[config.mk]
export PLATFORM = sky130hd
export DESIGN_NAME = led_array_ctrl
export DESIGN_NICKNAME = d
export VERILOG_FILES = /design/src/rtl/led_pkg.sv /design/src/rtl/led_channel.sv /design/src/rtl/led_array_ctrl.sv
export SDC_FILE = /design/constraint.sdc
export NUM_CORES = 1
export LEC_CHECK = 0
export ABC_AREA = 1
export BUFFER_PORTS_ARGS = -buffer_cell sky130_fd_sc_hd__buf_2
export CORE_MARGIN = 2
export CORE_UTILIZATION = 55
export DETAILED_ROUTE_END_ITERATION = 6
export PLACE_DENSITY = 0.82
export SYNTH_ARGS = -nofsm -noshare
export SYNTH_HDL_FRONTEND = slang
export SYNTH_SLANG_ARGS = --single-unit
[constraint.sdc]
create_clock -name clk -period 1.9 [get_ports clk]
set_input_delay 0.38 -clock clk [delete_from_list [all_inputs] [get_ports clk]]
set_output_delay 0.38 -clock clk [all_outputs]
set_load 0.05 [all_outputs]
[src/rtl/led_pkg.sv]
// rtl/led_pkg.sv - LED mode encodings and channel-index width helper.
// Shared by led_array_ctrl and led_channel.
package led_pkg;

  typedef enum logic [1:0] {
    LED_OFF   = 2'd0,
    LED_ON    = 2'd1,
    LED_BLINK = 2'd2,
    LED_DIM   = 2'd3
  } led_mode_t;

  function automatic int cw_of(input int n);
    return (n <= 1) ? 1 : $clog2(n);
  endfunction

endpackage

[src/rtl/led_channel.sv]
// rtl/led_channel.sv - one LED channel: mode/level registers and output decode.
// With LED_FADE_EN the level ramps toward the target one step per fade tick.
module led_channel
  import led_pkg::*;
#(
  parameter int PWM_BITS = 8
) (
  input  logic                clk,
  input  logic                reset,
  input  logic                wr,
  input  logic [1:0]          mode_in,
  input  logic [PWM_BITS-1:0] duty_in,
  input  logic                phase,
  input  logic [PWM_BITS-1:0] pwm_cnt,
`ifdef LED_FADE_EN
  input  logic                fade_tick,
`endif
  output logic                led
);

  localparam logic [PWM_BITS-1:0] MAX = '1;

  led_mode_t           mode;
  logic [PWM_BITS-1:0] level;

  function automatic logic [PWM_BITS-1:0] target_of(input led_mode_t m,
                                                    input logic [PWM_BITS-1:0] d);
    case (m)
      LED_ON:  return MAX;
      LED_DIM: return d;
      default: return '0;
    endcase
  endfunction

`ifdef LED_FADE_EN
  logic [PWM_BITS-1:0] duty;
  logic [PWM_BITS-1:0] target;
  assign target = target_of(mode, duty);
`endif

  always_ff @(posedge clk or negedge reset) begin
    if (!reset) begin
      mode  <= LED_OFF;
      level <= '0;
      led   <= 1'b0;
`ifdef LED_FADE_EN
      duty  <= '0;
`endif
    end else begin
      // OFF/ON/DIM all decode through level; level == MAX keeps ON steadily lit
      led <= (mode == LED_BLINK) ? phase : ((level == MAX) || (pwm_cnt < level));
`ifdef LED_FADE_EN
      if (wr) begin
        mode <= led_mode_t'(mode_in);
        duty <= duty_in;
      end
      if (mode == LED_BLINK)
        level <= '0;
      else if (fade_tick && level < target)
        level <= level + 1'b1;
      else if (fade_tick && level > target)
        level <= level - 1'b1;
`else
      if (wr) begin
        mode  <= led_mode_t'(mode_in);
        level <= target_of(led_mode_t'(mode_in), duty_in);
      end
`endif
    end
  end

endmodule

[src/rtl/led_array_ctrl.sv]
// rtl/led_array_ctrl.sv - multi-channel LED controller: command port, blink/PWM timebases.
// Optional LED_FADE_EN adds a shared fade tick for per-channel level ramping.
module led_array_ctrl
  import led_pkg::*;
#(
  parameter int CLK_FREQ      = 50000000,
  parameter int N_LEDS        = 3,
  parameter int BLINK_HZ      = 1,
  parameter int PWM_BITS      = 8,
  parameter int FADE_STEP_CYC = 4096,
  localparam int CW           = cw_of(N_LEDS)
) (
  input  logic                clk,
  input  logic                reset,
  input  logic                cmd_valid,
  output logic                cmd_ready,
  input  logic [CW-1:0]       cmd_chan,
  input  logic [1:0]          cmd_mode,
  input  logic [PWM_BITS-1:0] cmd_duty,
  output logic                cmd_err,
  output logic [N_LEDS-1:0]   leds
);

  localparam int HALF_RAW = CLK_FREQ / (2 * BLINK_HZ);
  localparam int HALF     = (HALF_RAW < 1) ? 1 : HALF_RAW;
  localparam int HW       = (HALF > 1) ? $clog2(HALF) : 1;

  logic [HW-1:0]       blink_cnt;
  logic                blink_phase;
  logic                blink_wrap;
  logic                phase_next;
  logic [PWM_BITS-1:0] pwm_cnt;
  logic                accept;
  logic                chan_ok;

  assign accept     = cmd_valid && cmd_ready;
  assign chan_ok    = 32'(cmd_chan) < N_LEDS;
  assign blink_wrap = (blink_cnt == HW'(HALF - 1));
  // Channels register the post-edge phase so leds toggle on the same edge as the phase
  assign phase_next = blink_phase ^ blink_wrap;

  always_ff @(posedge clk or negedge reset) begin
    if (!reset) begin
      cmd_ready   <= 1'b0;
      cmd_err     <= 1'b0;
      blink_cnt   <= '0;
      blink_phase <= 1'b0;
      pwm_cnt     <= '0;
    end else begin
      cmd_ready   <= !accept;
      cmd_err     <= accept && !chan_ok;
      blink_cnt   <= blink_wrap ? '0 : blink_cnt + 1'b1;
      blink_phase <= phase_next;
      pwm_cnt     <= pwm_cnt + 1'b1;
    end
  end

`ifdef LED_FADE_EN
  localparam int FW = (FADE_STEP_CYC > 1) ? $clog2(FADE_STEP_CYC) : 1;

  logic [FW-1:0] fade_cnt;
  logic          fade_tick;

  assign fade_tick = (fade_cnt == FW'(FADE_STEP_CYC - 1));

  always_ff @(posedge clk or negedge reset) begin
    if (!reset) fade_cnt <= '0;
    else        fade_cnt <= fade_tick ? '0 : fade_cnt + 1'b1;
  end
`endif

  for (genvar i = 0; i < N_LEDS; i++) begin : g_chan
    led_channel #(.PWM_BITS(PWM_BITS)) u_chan (
      .clk      (clk),
      .reset    (reset),
      .wr       (accept && (cmd_chan == CW'(i))),
      .mode_in  (cmd_mode),
      .duty_in  (cmd_duty),
      .phase    (phase_next),
      .pwm_cnt  (pwm_cnt),
`ifdef LED_FADE_EN
      .fade_tick(fade_tick),
`endif
      .led      (leds[i])
    );
  end

endmodule
==> impl_metrics.env <==
export IMPL_reg2regPathDepth=8
export IMPL_synth_top_area_share_pct=44.4
export IMPL_netlist_instances=500
export IMPL_die_x_um=88.1
export IMPL_nFillCells=611
export IMPL_rsz0062_at_grt="false"
export IMPL_die_h_um=88.1
export IMPL_drtIter0Drc=141
export IMPL_setup_viol=0
export IMPL_initial_core_util_pct=57.0
export IMPL_die_area_um2=7770
export IMPL_portBuffers=19
export IMPL_yosys_area_top_type="dfrtp_1"
export IMPL_rows=30
export IMPL_synthFlopType="dfrtp_1"
export IMPL_hpwl_um=6180
export IMPL_p_per_area_nw_per_um2=782
export IMPL_cts_path_max_buffers=2
export IMPL_yosys_area_share_adder_pct=7.39
export IMPL_synth_avg_cell_area_um2=7.78
export IMPL_grt_overflow_total=0
export IMPL_post_cts_buffers=0
export IMPL_worst_slew_pin_slew_ps=407
export IMPL_hp_class="in2async"
export IMPL_cts_resized=0
export IMPL_grt_pass1_wl_um=14300
export IMPL_worstPathRequired_ps=2120
export IMPL_ys_top_cells_by_count="nand2_1 (120), inv_1 (77), nor2_1 (73)"
export IMPL_clk_latency_ps=330
export IMPL_antenna_found_initial=0
export IMPL_synth_area_um2=3890
export IMPL_cts_tree="built"
export IMPL_relSlewSlack_pct=72.9
export IMPL_synthMostInstantiatedCell="nand2_1"
export IMPL_gp_congestion=0.925
export IMPL_ios=20
export IMPL_drive_gt1_share_pct=11.6
export IMPL_crit_path_max_fanout=5
export IMPL_peakVddDrop_mv=0.408
export IMPL_cts_root_buf="clkbuf_8"
export IMPL_core_area_um2=6830
export IMPL_vias_per_cell=5.15
export IMPL_postRouteAntennaNets=0
export IMPL_hold_violations=0
export IMPL_wl_um=8160
export IMPL_p_leak_nw=2.14
export IMPL_dr_pass1_iters=4
export IMPL_synth_area_leaders="dfrtp_1 (44%), nand2_1 (12%), inv_1 (7.4%)"
export IMPL_synth_top_family_by_area="simple AND/OR/NAND/NOR gates"
export IMPL_ys_ff_latch=69
export IMPL_wl_per_cell_um=13.1
export IMPL_crit_arrival_ps=1820
export IMPL_cts_sinks=69
export IMPL_grt_max_degree=70
export IMPL_synth_xor_area_share_pct=4.28
export IMPL_whs_ps=59.6
export IMPL_wl_met2_um=4160
export IMPL_numCtsBuffers=9
export IMPL_period_share_pct=84.1
export IMPL_ctsHoldBuffers=0
export IMPL_yosys_warnings=0
export IMPL_setup_worst_path_class="reg2reg"
export IMPL_top_layer_used="met4"
export IMPL_cp_end_kind="flop"
export IMPL_drv_cap=0
export IMPL_muxShareOfSynthArea_pct=0
export IMPL_fin_nets=562
export IMPL_tns_ps=0
export IMPL_htreeDepth=3
export IMPL_startpoint_type="flop"
export IMPL_synth_compound_area_share_pct=5.91
export IMPL_r2r_end="blink_cnt[20]$_DFF_PN0_"
export IMPL_r2r_start="blink_cnt[0]$_DFF_PN0_"
export IMPL_synthToLayoutAreaGrowth_pct=9.90
export IMPL_r2r_slack_ps=300
export IMPL_async_reset_ff_share_pct=100
export IMPL_layout_setup_ws_ps=303
export IMPL_slew_violations=0
export IMPL_period_needed_ps=1600
export IMPL_drc=0
export IMPL_vias=3209
export IMPL_met3_wirelength_um=285
export IMPL_synth_seq_area_share_pct=44.4
export IMPL_pre_cts_slack_ps=305
export IMPL_grt_pass1_vias=3149
export IMPL_diodes=0
export IMPL_drt_met1_wl_um=3540
export IMPL_max_freq_mhz=626
export IMPL_synth_edf_count=0
export IMPL_post_synth_num_cell_types=27
export IMPL_status="complete, no violations"
export IMPL_clk_pin_slew_ps=70
export IMPL_grt_usage_pct=23.8
export IMPL_yosys_area_share_simple_pct=28.9
export IMPL_syn_num_nets=538
export IMPL_fin_skew_ps=7.44
[sequential cells by signal, summed over array words and instances, names as in the netlist]
name / flops
cmd_err: 1
g_chan.u_chan.led: 3
g_chan.u_chan.level: 24
blink_phase: 1
pwm_cnt: 8
cmd_ready: 1
g_chan.u_chan.mode: 6
blink_cnt: 25
[worst max-delay path, stage by stage, from the launching register on]
cell and delay (ps):
dfrtp_1 370, ha_1 250, nand3_2 200, nor2_4 230, nand2_2 90, nor2_2 130, nand3_1 90, nand2_1 80
nor2_1 40
[cell usage in the layout (no fill, tap or decap), types with 2 or more instances in the layout]
cell type / Yosys / layout
nor3_4: 3 / 3
a21oi_1: 14 / 14
nand2_2: 6 / 6
nand4_2: 2 / 2
ha_1: 23 / 23
nor4_1: 6 / 6
inv_1: 77 / 77
nor2_1: 73 / 73
nor3_1: 11 / 8
nand4_1: 4 / 4
dfrtp_1: 69 / 69
o21ai_0: 31 / 31
nor2_2: 3 / 3
nand3_2: 2 / 2
buf_2: 3 / 19
nand3_1: 19 / 19
clkinv_2: 2 / 4
clkbuf_8: 0 / 11
nor2_4: 2 / 2
nor3_2: 1 / 4
nand2_1: 120 / 120
xor2_1: 16 / 16
xnor2_1: 3 / 3
buf_4: 3 / 3
[kinds of logic after synthesis]
family          after synthesis
simple gates                253
compound gates               46
flops                        69
fa+ha+maj                    23
xor+xnor                     19
buf+inv                      90
[through the flow]
step / utilization [%] / power [mW] / cells / area [um2]
2_1_floorplan: - / 2.18 / 500 / 3890
3_3_place_gp: 60.2 / 2.30 / 609 / 4110
3_5_place_dp: 60.2 / 2.34 / 609 / 4110
4_1_cts: 62.6 / 3.38 / 623 / 4280
5_1_grt: 62.6 / 3.55 / 623 / 4280
6_report: 62.6 / 3.34 / 623 / 4280
[cell type report]
type                    count  area (um2)  area share (%)
inverters                  80         303            7.08
clock buffers              12         155            3.63
multi-input cells         341        1830            42.7
repair buffers             23         138            3.22
flip-flops and latches     69        1730            40.4
clock inverters             2        10.0           0.234
well taps                  96         120            2.81
[report_power, final]
group	total [mW]	leakage (nW)	internal [mW]	switching (mW)
combinational	0.635	1.18	0.194	0.441
clock	1.03	0.0881	0.527	0.507
sequential	1.68	0.875	1.63	0.0497
total	3.34	2.14	2.35	0.998
[worst max path at each step]
stage,from,endpoint,slack [ps],cells after the start
after CTS,blink_cnt[0]$_DFF_PN0_,blink_cnt[20]$_DFF_PN0_,300,8
after detailed placement,blink_cnt[0]$_DFF_PN0_,blink_phase$_DFF_PN0_,310,7
after global routing,blink_cnt[0]$_DFF_PN0_,blink_cnt[21]$_DFF_PN0_,130,6
after floorplan,cmd_ready$_DFF_PN0_,g_chan[0].u_chan.mode[0]$_DFFE_PN0P_,460,4
after global placement,blink_cnt[0]$_DFF_PN0_,blink_phase$_DFF_PN0_,400,7
final,blink_cnt[0]$_DFF_PN0_,blink_cnt[20]$_DFF_PN0_,300,8
[per-layer routing]
metal	GRT usage [%]	up-vias
li1	-	1602
met5	0	-
met2	42.6	68
met4	8.82	0
met1	29.0	1522
met3	3.77	17
Power figures use the tool's default switching activity.
